==> config.mk <==
export PLATFORM = sky130hd
export DESIGN_NAME = cc_level_sequencer
export DESIGN_NICKNAME = d
export VERILOG_FILES = /design/src/rtl/cc_level_sequencer.sv
export SDC_FILE = /design/constraint.sdc
export NUM_CORES = 1
export LEC_CHECK = 0
export CORE_ASPECT_RATIO = 1.1
export CORE_MARGIN = 2
export CORE_UTILIZATION = 40
export DETAILED_ROUTE_END_ITERATION = 10
export PLACE_DENSITY = 0.66
export SKIP_CTS_REPAIR_TIMING = 1
export SLEW_MARGIN = 15
export SYNTH_ARGS = -nofsm -noshare
export SYNTH_HDL_FRONTEND = slang
export SYNTH_SLANG_ARGS = --single-unit
==> constraint.sdc <==
create_clock -name CC_LEVEL_SEQUENCER_CLOCK_50 -period 4.36 [get_ports CC_LEVEL_SEQUENCER_CLOCK_50]
set_input_delay 1.308 -clock CC_LEVEL_SEQUENCER_CLOCK_50 [delete_from_list [all_inputs] [get_ports CC_LEVEL_SEQUENCER_CLOCK_50]]
set_output_delay 1.308 -clock CC_LEVEL_SEQUENCER_CLOCK_50 [all_outputs]
set_load 0.05 [all_outputs]
==> src/rtl/cc_level_sequencer.sv <==
// rtl/cc_level_sequencer.sv - Frogger level sequencer: load/play/pause/win/lose with per-level speed
// Optional lives feature: define CC_LEVEL_SEQUENCER_LIVES_EN.
module cc_level_sequencer #(
    parameter int LEVEL_WIDTH = 5,
    parameter int MAX_LEVEL   = 5,
    parameter int PAUSE_TICKS = 8,
    parameter int SPEED_WIDTH = 8,
    parameter int SPEED_BASE  = 20,
    parameter int SPEED_STEP  = 3,
    parameter int LIVES       = 3
) (
    input  logic                   CC_LEVEL_SEQUENCER_CLOCK_50,
    input  logic                   CC_LEVEL_SEQUENCER_RESET_InHigh,
    input  logic                   CC_LEVEL_SEQUENCER_start_InLow,
    input  logic                   CC_LEVEL_SEQUENCER_goal_InHigh,
    input  logic                   CC_LEVEL_SEQUENCER_crash_InHigh,
    input  logic                   CC_LEVEL_SEQUENCER_tick_InHigh,
    output logic [LEVEL_WIDTH-1:0] CC_LEVEL_SEQUENCER_level_Out,
    output logic [SPEED_WIDTH-1:0] CC_LEVEL_SEQUENCER_speed_Out,
    output logic                   CC_LEVEL_SEQUENCER_load_OutHigh,
    output logic                   CC_LEVEL_SEQUENCER_play_OutHigh,
    output logic                   CC_LEVEL_SEQUENCER_win_OutHigh,
    output logic                   CC_LEVEL_SEQUENCER_lose_OutHigh,
    output logic [1:0]             CC_LEVEL_SEQUENCER_lives_Out
);
    localparam int PCW = $clog2(PAUSE_TICKS + 1);

    typedef enum logic [2:0] {
        S_IDLE, S_LOAD, S_PLAY, S_PAUSE, S_WIN, S_LOSE
    } state_t;

    state_t                 state, state_next;
    logic [LEVEL_WIDTH-1:0] level, level_next;
    logic [PCW-1:0]         pause_cnt, pause_cnt_next;
    logic [SPEED_WIDTH-1:0] speed, speed_next;
    logic                   load, play, win, lose;
    logic                   start;
    int                     spd;

    assign start = ~CC_LEVEL_SEQUENCER_start_InLow;

`ifdef CC_LEVEL_SEQUENCER_LIVES_EN
    logic [1:0] lives, lives_next;
    assign CC_LEVEL_SEQUENCER_lives_Out = lives;
`else
    assign CC_LEVEL_SEQUENCER_lives_Out = 2'(LIVES);
`endif

    always_comb begin
        state_next     = state;
        level_next     = level;
        pause_cnt_next = pause_cnt;
`ifdef CC_LEVEL_SEQUENCER_LIVES_EN
        lives_next     = lives;
`endif
        // Speed follows the registered level, so it settles one cycle after a level change.
        spd        = SPEED_BASE - ($signed(32'(level)) - 1) * SPEED_STEP;
        speed_next = (spd < 1) ? SPEED_WIDTH'(1) : SPEED_WIDTH'(spd);

        case (state)
            S_IDLE: begin
                if (start)
                    state_next = S_LOAD;
            end
            S_LOAD: state_next = S_PLAY;
            S_PLAY: begin
                if (CC_LEVEL_SEQUENCER_crash_InHigh) begin
`ifdef CC_LEVEL_SEQUENCER_LIVES_EN
                    if (lives > 2'd1) begin
                        lives_next = lives - 2'd1;
                        state_next = S_LOAD;
                    end else begin
                        lives_next = 2'd0;
                        state_next = S_LOSE;
                    end
`else
                    state_next = S_LOSE;
`endif
                end else if (CC_LEVEL_SEQUENCER_goal_InHigh) begin
                    if (level == LEVEL_WIDTH'(MAX_LEVEL)) begin
                        state_next = S_WIN;
                    end else begin
                        level_next     = level + LEVEL_WIDTH'(1);
                        pause_cnt_next = '0;
                        state_next     = S_PAUSE;
                    end
                end
            end
            S_PAUSE: begin
                if (CC_LEVEL_SEQUENCER_tick_InHigh) begin
                    pause_cnt_next = pause_cnt + PCW'(1);
                    if (pause_cnt == PCW'(PAUSE_TICKS - 1))
                        state_next = S_LOAD;
                end
            end
            S_WIN, S_LOSE: begin
                if (start) begin
                    level_next = LEVEL_WIDTH'(1);
`ifdef CC_LEVEL_SEQUENCER_LIVES_EN
                    lives_next = 2'(LIVES);
`endif
                    state_next = S_LOAD;
                end
            end
            default: state_next = S_IDLE;
        endcase
    end

    always_ff @(posedge CC_LEVEL_SEQUENCER_CLOCK_50) begin
        if (CC_LEVEL_SEQUENCER_RESET_InHigh) begin
            state     <= S_IDLE;
            level     <= LEVEL_WIDTH'(1);
            pause_cnt <= '0;
            speed     <= SPEED_WIDTH'(SPEED_BASE);
            load      <= 1'b0;
            play      <= 1'b0;
            win       <= 1'b0;
            lose      <= 1'b0;
`ifdef CC_LEVEL_SEQUENCER_LIVES_EN
            lives     <= 2'(LIVES);
`endif
        end else begin
            state     <= state_next;
            level     <= level_next;
            pause_cnt <= pause_cnt_next;
            speed     <= speed_next;
            // Flags decoded from the next state so they are true registers aligned with the state.
            load      <= (state_next == S_LOAD);
            play      <= (state_next == S_PLAY);
            win       <= (state_next == S_WIN);
            lose      <= (state_next == S_LOSE);
`ifdef CC_LEVEL_SEQUENCER_LIVES_EN
            lives     <= lives_next;
`endif
        end
    end

    assign CC_LEVEL_SEQUENCER_level_Out    = level;
    assign CC_LEVEL_SEQUENCER_speed_Out    = speed;
    assign CC_LEVEL_SEQUENCER_load_OutHigh = load;
    assign CC_LEVEL_SEQUENCER_play_OutHigh = play;
    assign CC_LEVEL_SEQUENCER_win_OutHigh  = win;
    assign CC_LEVEL_SEQUENCER_lose_OutHigh = lose;
endmodule

==> flow_summary.json <==
{
  "status": "finished, final reports clean",
  "worst_path_max_delay_cell": "dfxtp_1",
  "slew_headroom_pct": 65.7,
  "floorplan.initialDensity_pct": 40.8,
  "seq_area_frac_synth_pct": 33.0,
  "grt_pass1_vias": 1041,
  "worstSetupPathType": "reg -> reg",
  "finClkSkew_ns": 0.00637,
  "synth_top_cell_area_share_pct": 33.0,
  "dp_hpwl_mm": 2.04,
  "crit_path_cell_trace": "inv_1 -> ha_1 -> xor2_4 -> ha_1 -> ha_1 -> and2_1 -> fa_1 -> a21o_1 -> a21oi_2 -> mux2i_1 -> or4_1 -> nor3b_2",
  "crit_required_ns": 4.52,
  "p_leak_nw": 0.700,
  "die_area_um2": 4140,
  "yosysTopAreaCell": "dfxtp_1",
  "synth_edf_count": 0,
  "port_buffers": 22,
  "worst_pin_slew_ns": 0.512,
  "start_kind": "register",
  "cts_buffers": 3,
  "gr-total-overflow": 0,
  "stdcell_count": 224,
  "period_needed_ns": 3.63,
  "clockBufferDepth": 2,
  "hold_viol": 0,
  "synthCells": 155,
  "cp_max_fo": 9,
  "ys_types": 45,
  "grt_max_degree": 15,
  "syn_avg_cell_area_um2": 9.40,
  "cts_tree": "done",
  "firstDrtPassIters": 4,
  "min_path_type": "reg -> reg",
  "routedWlPerCell_um": 11.7,
  "clock-sinks": 24,
  "maxCapViolations": 0,
  "drv_slew": 0,
  "timing.fmax_ghz": 0.276,
  "grt_usage_pct": 14.8,
  "crit_path_max_incr_delay_ns": 0.57,
  "finalCritPeriodShare_pct": 83.2,
  "die_h_um": 67.3,
  "place_inst": 221,
  "irDropWorstVdd_mv": 0.137,
  "drt_iter0_markers": 17,
  "ys.warnings.count": 0,
  "num_vias": 1067,
  "setup_tns_ns": 0,
  "finalWeightedCongestion": 0.845,
  "io_pins": 25,
  "syn_area_um2": 1460,
  "via_per_inst": 4.76,
  "synth_flop_cell": "dfxtp_1",
  "h-tree-depth": 1,
  "yosys-top-cells-area": "dfxtp_1, ha_1, nor2_1",
  "cts-root-buf": "clkbuf_8",
  "row_count": 23,
  "ys_seq_elements": 24,
  "nets": 200,
  "setup_viol": 0,
  "async_flop_share_pct": 0,
  "diodes": 0,
  "syn_to_final_growth_pct": 19.5,
  "rsz0062_at_grt": "false",
  "drc": 0,
  "die_w_um": 61.6,
  "worst-endpoint-arrival_ns": 3.79,
  "ant_nets": 0,
  "clkTransAtPathRegs_ns": 0.08,
  "drive_above_1_share_pct": 6.32,
  "power_density_nw_per_um2": 316,
  "crit_path_end_kind": "register",
  "grt_pass1_wl_mm": 4.62,
  "antenna_found_initial": 0,
  "crit_top_cell": "ha_1",
  "routed_wl_mm": 2.62,
  "core_um2": 3570,
  "clk-insertion-delay-late_ns": 0.26
}
## state kept, by name, indices dropped and copies added, names as in the netlist
register	flops
state	3
CC_LEVEL_SEQUENCER_speed_Out	8
CC_LEVEL_SEQUENCER_lose_OutHigh	1
CC_LEVEL_SEQUENCER_play_OutHigh	1
pause_cnt	4
CC_LEVEL_SEQUENCER_level_Out	5
CC_LEVEL_SEQUENCER_load_OutHigh	1
CC_LEVEL_SEQUENCER_win_OutHigh	1
## report_power, final
| part | leakage, nW | total [mW] | switching [mW] | internal [mW] |
|---|---|---|---|---|
| clock | 0.0216 | 0.128 | 0.0663 | 0.0617 |
| combinational | 0.483 | 0.177 | 0.108 | 0.0686 |
| sequential | 0.195 | 0.245 | 0.00973 | 0.236 |
| total | 0.700 | 0.550 | 0.184 | 0.366 |
## cells in the final DEF (no fill, tap or decap), drive strengths merged, types with 4 or more instances in the layout
cell type      netlist  layout
dfxtp               24      24
clkdlybuf4s50        0      22
nor2                18      18
ha                  17      17
inv                 13      13
xor2                 8       8
xnor2                6       6
a21oi                6       6
nor3                 5       5
and2                 5       5
nand4                4       4
nand2                4       4
nor3b                4       4
## Yosys cell counts, types with 2 or more instances
cell and number:
dfxtp_1 24, inv_1 13, buf_4 2, nand2_1 4, ha_1 17, and2_1 5
nand4_1 4, nor2_1 18, nor3_1 5, nor2b_1 3, o21ai_0 3, nor3b_1 3
nand2b_1 2, xnor2_1 5, clkbuf_1 2, xor2_1 7, a21o_1 2, o211ai_1 2
mux2i_1 3, a21oi_1 5, o21bai_1 2
## layer usage
layer,GRT usage [%],up-vias,wire [um]
met2,24.5,23,1220
met1,18.7,483,1220
met4,5.59,0,43
met5,0,-,0
met3,2.68,5,141
li1,-,556,-
## stage by stage
step	setup WS, ns	hold slack, ns	utilization [%]	cell area [um2]	total power [mW]
after floorplan	0.640	0.505	-	1460	0.382
after global placement	0.883	0.521	47.7	1700	0.427
after detailed placement	0.783	0.539	47.7	1700	0.427
after CTS	0.742	0.562	48.8	1740	0.554
after global routing	0.533	0.576	48.8	1740	0.585
final	0.733	0.557	48.8	1740	0.550
## logic make-up (layout without fill, tap and decap cells)
group | after synthesis | count (layout) | synth area share (%)
XOR/XNOR | 14 | 14 | 10.2
AO/OA/AOI/OAI | 22 | 22 | 10.6
other | 1 | 2 | 0.257
buffers and inverters | 20 | 38 | 6.35
flip-flops | 24 | 24 | 33.0
multiplexers | 3 | 3 | 2.06
AND/OR/NAND/NOR | 53 | 53 | 21.5
adder cells (fa/ha/maj) | 18 | 18 | 16.0
## critical path: cells and delay by family, from the launching register on
family / cells / cell delay (ns)
DFF: 1 / 0.57
adders and majority gates: 4 / 1.31
xor gates and xnor gates: 1 / 0.19
AOI/OAI and AO/OA: 2 / 0.38
buffers and inverters: 1 / 0.14
muxes: 1 / 0.09
and+or+nand+nor: 3 / 0.86
## path summary, 6_finish.rpt
path / start / end / slack [ns] / depth (start not counted)
hold / removal: pause_cnt[3] / pause_cnt[3] / 0.56 / 2
setup reg to reg: CC_LEVEL_SEQUENCER_level_Out[0] / CC_LEVEL_SEQUENCER_speed_Out[1] / 0.73 / 12
setup / recovery: CC_LEVEL_SEQUENCER_level_Out[0] / CC_LEVEL_SEQUENCER_speed_Out[1] / 0.73 / 12
hold reg to reg: pause_cnt[3] / pause_cnt[3] / 0.56 / 2
## area by class of cell
class / instances / area, um2
Inverter: 13 / 48.8
Timing Repair Buffer: 22 / 220
Tap cell: 50 / 62.6
Sequential cell: 24 / 480
Multi-Input combinational cell: 112 / 888
Clock buffer: 3 / 41.3
Fill cell: 353 / 1830
No activity file was read; power rests on OpenSTA's default activity.
